## src/rtl/cpu_pkg.sv

```systemverilog
// Shared CPU definitions: condition codes, NZCV bit positions and ALU control encodings.
package cpu_pkg;

    // Condition field encodings carried by every instruction
    typedef enum logic [3:0] {
        COND_EQ = 4'b0000,
        COND_NE = 4'b0001,
        COND_CS = 4'b0010,
        COND_CC = 4'b0011,
        COND_MI = 4'b0100,
        COND_PL = 4'b0101,
        COND_VS = 4'b0110,
        COND_VC = 4'b0111,
        COND_HI = 4'b1000,
        COND_LS = 4'b1001,
        COND_GE = 4'b1010,
        COND_LT = 4'b1011,
        COND_GT = 4'b1100,
        COND_LE = 4'b1101,
        COND_AL = 4'b1110,
        COND_NV = 4'b1111
    } cond_t;

    // Bit positions inside the {N,Z,C,V} flags vector
    localparam int N_IDX = 3;
    localparam int Z_IDX = 2;
    localparam int C_IDX = 1;
    localparam int V_IDX = 0;

    // ALU operation select driven by the decoder
    typedef enum logic [1:0] {
        ALU_ADD = 2'b00,
        ALU_SUB = 2'b01,
        ALU_AND = 2'b10,
        ALU_ORR = 2'b11
    } alu_ctrl_t;

endpackage

```

## src/rtl/cond_check.sv

```systemverilog
// Combinational condition evaluator: decides whether an instruction executes
// given its condition field and the current NZCV flags.
module cond_check
    import cpu_pkg::*;
(
    input  logic [3:0] cond,
    input  logic [3:0] flags,
    output logic       cond_ex
);

    logic n_f;
    logic z_f;
    logic c_f;
    logic v_f;

    assign n_f = flags[N_IDX];
    assign z_f = flags[Z_IDX];
    assign c_f = flags[C_IDX];
    assign v_f = flags[V_IDX];

    // Decode the condition field; the reserved code never executes
    always_comb begin
        cond_ex = 1'b0;
        case (cond_t'(cond))
            COND_EQ: cond_ex = z_f;
            COND_NE: cond_ex = ~z_f;
            COND_CS: cond_ex = c_f;
            COND_CC: cond_ex = ~c_f;
            COND_MI: cond_ex = n_f;
            COND_PL: cond_ex = ~n_f;
            COND_VS: cond_ex = v_f;
            COND_VC: cond_ex = ~v_f;
            COND_HI: cond_ex = c_f & ~z_f;
            COND_LS: cond_ex = ~c_f | z_f;
            COND_GE: cond_ex = (n_f == v_f);
            COND_LT: cond_ex = (n_f != v_f);
            COND_GT: cond_ex = ~z_f & (n_f == v_f);
            COND_LE: cond_ex = z_f | (n_f != v_f);
            COND_AL: cond_ex = 1'b1;
            COND_NV: cond_ex = 1'b0;
            default: cond_ex = 1'b0;
        endcase
    end

endmodule

```

## src/rtl/exec_cond_stage.sv

```systemverilog
// Execute-stage conditional logic: owns the NZCV flags register, gates the
// side-effecting controls of each instruction by its condition, and registers
// the payload toward the memory stage with a valid/ready handshake.
module exec_cond_stage
    import cpu_pkg::*;
#(
    parameter logic [3:0] FLAGS_INIT = 4'b0000
)
(
    input  logic        clk,
    input  logic        rst_n,
    input  logic        flush,
    input  logic        in_valid,
    output logic        in_ready,
    input  logic [3:0]  cond,
    input  logic [1:0]  flag_w,
    input  logic        pcs,
    input  logic        reg_w,
    input  logic        mem_w,
    input  logic [31:0] alu_result,
    input  logic [3:0]  alu_flags,
    input  logic [31:0] write_data,
    input  logic [3:0]  wa3,
    output logic        out_valid,
    input  logic        out_ready,
    output logic [31:0] out_result,
    output logic [31:0] out_write_data,
    output logic [3:0]  out_wa3,
    output logic        pc_src,
    output logic        reg_write,
    output logic        mem_write,
    output logic [3:0]  flags
);

    logic cond_ex;
    logic accept;

    // Condition is judged against the architectural flags, not this cycle's ALU flags
    cond_check u_cond_check (
        .cond    (cond),
        .flags   (flags),
        .cond_ex (cond_ex)
    );

    assign in_ready = ~out_valid | out_ready;
    assign accept   = in_valid & in_ready & ~flush;

    // Flags update only for an accepted instruction whose condition passed
    always_ff @(posedge clk or negedge rst_n) begin
        if (!rst_n) begin
            flags <= FLAGS_INIT;
        end else if (accept && cond_ex) begin
            if (flag_w[1]) begin
                flags[N_IDX] <= alu_flags[N_IDX];
                flags[Z_IDX] <= alu_flags[Z_IDX];
            end
            if (flag_w[0]) begin
                flags[C_IDX] <= alu_flags[C_IDX];
                flags[V_IDX] <= alu_flags[V_IDX];
            end
        end
    end

    // Output valid: flush kills, accept loads, a drain without refill empties
    always_ff @(posedge clk or negedge rst_n) begin
        if (!rst_n) begin
            out_valid <= 1'b0;
        end else if (flush) begin
            out_valid <= 1'b0;
        end else if (accept) begin
            out_valid <= 1'b1;
        end else if (out_ready) begin
            out_valid <= 1'b0;
        end
    end

    // Payload register loads on accept and otherwise holds; failed conditions still pass through with controls cleared
    always_ff @(posedge clk or negedge rst_n) begin
        if (!rst_n) begin
            out_result     <= '0;
            out_write_data <= '0;
            out_wa3        <= '0;
            pc_src         <= 1'b0;
            reg_write      <= 1'b0;
            mem_write      <= 1'b0;
        end else if (accept) begin
            out_result     <= alu_result;
            out_write_data <= write_data;
            out_wa3        <= wa3;
            pc_src         <= pcs & cond_ex;
            reg_write      <= reg_w & cond_ex;
            mem_write      <= mem_w & cond_ex;
        end
    end

endmodule

```

## config.mk

```make
export PLATFORM = sky130hd
export DESIGN_NAME = exec_cond_stage
export DESIGN_NICKNAME = d
export VERILOG_FILES = /design/src/rtl/cpu_pkg.sv /design/src/rtl/cond_check.sv /design/src/rtl/exec_cond_stage.sv
export SDC_FILE = /design/constraint.sdc
export NUM_CORES = 1
export LEC_CHECK = 0
export BUFFER_PORTS_ARGS = -buffer_cell sky130_fd_sc_hd__buf_4
export CAP_MARGIN = 20
export CORE_ASPECT_RATIO = 0.75
export CORE_MARGIN = 4
export CORE_UTILIZATION = 46
export CTS_BUF_LIST = sky130_fd_sc_hd__clkbuf_8
export DETAILED_ROUTE_END_ITERATION = 16
export PLACE_DENSITY = 0.88
export SLEW_MARGIN = 20
export SYNTH_ARGS = -nofsm -noshare
export SYNTH_HDL_FRONTEND = slang
export SYNTH_SLANG_ARGS = --single-unit
export TNS_END_PERCENT = 5
```

## constraint.sdc

```tcl
create_clock -name clk -period 2 [get_ports clk]
set_input_delay 0.2 -clock clk [delete_from_list [all_inputs] [get_ports clk]]
set_output_delay 0.2 -clock clk [all_outputs]
set_load 0.01 [all_outputs]
```

==> run metrics <==
status complete, no violations; met1 usage 21.0%; total chip power 4.52 mW; RSZ-0062 raised after global routing true; Vias 2252; M2 GR Usage 32.4%; first-pass GRT wire length 11600 um; fin cells 450; top cells by area, synth dfrtp_1 (62%), mux2_2 (25%), mux2_1 (1.5%), mux2i_1 (0.98%), a22o_1 (0.85%); Clock power frac 26.6%; met3 Use GR 6.58%; Post-synth EDFFs 0; min Tclk post-route 1930 ps; num rows 25; normalized max-slew margin 67.8%; Post-route DRC 0; Crit. End Element register; Nets 452; Die H 78.8 um; clk_skew 9.79 ps; Final Cycle Share 96.7%; combinational group share of total power 28.7%; kind of critical path register to register; DRT iter0 DRCs 39; kind of start point of the critical path register; total core area 0.00638 mm2; cell count after synthesis 199; final wirelength 7420 um; Antenna Violating Nets Remaining 0; sequential share of power 44.7%; final setup violation count 0; Avg WL per Cell 16.5 um; vias in the first global route 2405; max-capacitance violation count 0; mean area per synthesized cell 15.5 um2; power per cell area 979 mW/mm2; commonest non-fill, non-tap cell in the layout buf_4; synth unique cells 31; largest net degree at the start of global routing 45; Layout area overhead 49.9%; worst reg2reg path depth 6; CTS tree done; Starting Density 48.2%; Max Slew Vio Count 0; Hold Path Class primary input to register; GPL Wtd Cong 0.823; P_leak 2.21 nW; share of the synthesized area in the top cell type 61.8%; Final WS setup 66.1 ps; Worst Tran Pin Value 483 ps; share of layout cells above drive strength 1 70.7%; number of CTS-inserted buffers 9; Ports 163; Clock H-tree levels 3; CP max FO 7; Syn Nets 285; area leader, netlist dfrtp_1; Final HPWL DP 5890 um; Most used DFF post-synth dfrtp_1; net switching fraction of the power 27.1%; dpl cells 435; Root Driver clkbuf_8; Total GRT Usage 18.5%; First-pass DRT Iterations 4; Seq/Total Area, Yosys 61.8%; gr busiest metal met2; Switch Pwr 1.22 mW; Synth async-reset ratio 100%; worst vdd ir 691 uV; arrival time at the worst endpoint 2150 ps; Fmax 0.517 GHz; Worst-Skew Late Latency 330 ps; Synthesis Warnings 0; most frequent cells in the layout buf_4 (163), dfrtp_1 (75), mux2_2 (68); hold path cells 2; Reg clk slew, reported paths 70 ps; clock sink total 76; final hold violation count 0; chip width 102 um; initial antenna violation count 0; Yosys reg bits 76; die area 0.00807 mm2; worst-case clock buffer depth 2; Post-Syn Area 0.00308 mm2; cell internal pwr 3.29 mW; I/O Buffers 162; # diodes 0; GRT overflow 0; Vias/cell 5.00; Place WS 70.9 ps; CP required 2210 ps
[metrics by stage]
stage          area (um2)  util [%]  TNS, ps  hold WS [ps]
6_report             4610      72.3        0          50.5
5_1_grt              4610      72.3     -131          31.7
4_1_cts              4600      72.0        0          28.1
3_5_place_dp         4380      68.7        0           198
3_3_place_gp         4380      68.7        0           190
2_1_floorplan        3080         -        0         -95.6
[cell families after synthesis]
| group | synth area share, % |
|---|---|
| adders and majority gates | 0.325 |
| and+or+nand+nor | 4.96 |
| muxes | 27.3 |
| buffers and inverters | 2.28 |
| AOI/OAI and AO/OA | 3.01 |
| xor gates and xnor gates | 0.285 |
| DFF | 61.8 |
[power groups by stage]
stage                     clock network [mW]  registers (mW)  logic, mW
after global placement                     0            2.02       1.27
after CTS                               1.25            2.01       1.31
after floorplan                            0            2.16      0.431
final                                   1.20            2.02       1.30
after global routing                    1.30            2.07       1.40
after detailed placement                   0            2.04       1.30
[metal layers]
metal	share of wire [%]	routed length, um	vias to the layer above
met5	0	0	-
met1	37	2710	1102
met2	52	3890	95
met4	1.4	104	0
li1	-	-	1045
met3	9.7	717	10
[registers in the layout, indices dropped and copies added, names as in the netlist]
signal          count
flags               4
mem_write           1
out_result         32
out_valid           1
out_wa3             4
out_write_data     32
pc_src              1
reg_write           1
[critical path: stages (launching register included)]
cell and delay [ps]:
dfrtp_2 440, or4_1 440, nor2_1 110, nor2_1 80
and3_4 200, a31oi_2 200, mux2_1 350
[Yosys cell counts, types with 3 or more instances]
library cell	instances
nor3b_1	3
nor2_1	6
dfrtp_1	76
mux2_1	4
mux2_2	68
a22o_1	3
mux2i_1	3
buf_2	5
[area by class of cell]
cell class / count / area [um2]
flip-flops and latches: 76 / 1900
fillers: 455 / 1770
repair buffers: 166 / 1270
multi-input cells: 111 / 1120
clock buffers: 9 / 124
well taps: 81 / 101
clock inverters: 5 / 78.8
inverters: 2 / 7.51
[path summary, 6_finish.rpt]
kind | startpoint | to | slack (ps)
min | flush | out_valid | 50
max in group asynchronous | rst_n | out_write_data[31] | 1040
min in group asynchronous | rst_n | out_write_data[3] | 370
max reg2reg | flags[2] | flags[0] | 70
max | flags[2] | flags[0] | 70
min reg2reg | out_result[8] | out_result[8] | 510
[repair_timing]
| item | 4_1_cts | 5_1_grt |
|---|---|---|
| hold endpoints to repair | 37 | 0 |
| gates resized for setup | 0 | 4 |
| setup buffers | 0 | 0 |
| endpoints found under the setup margin | 0 | 4 |
| hold buffers | 1 | 0 |
No activity file was read; power rests on OpenSTA's default activity.
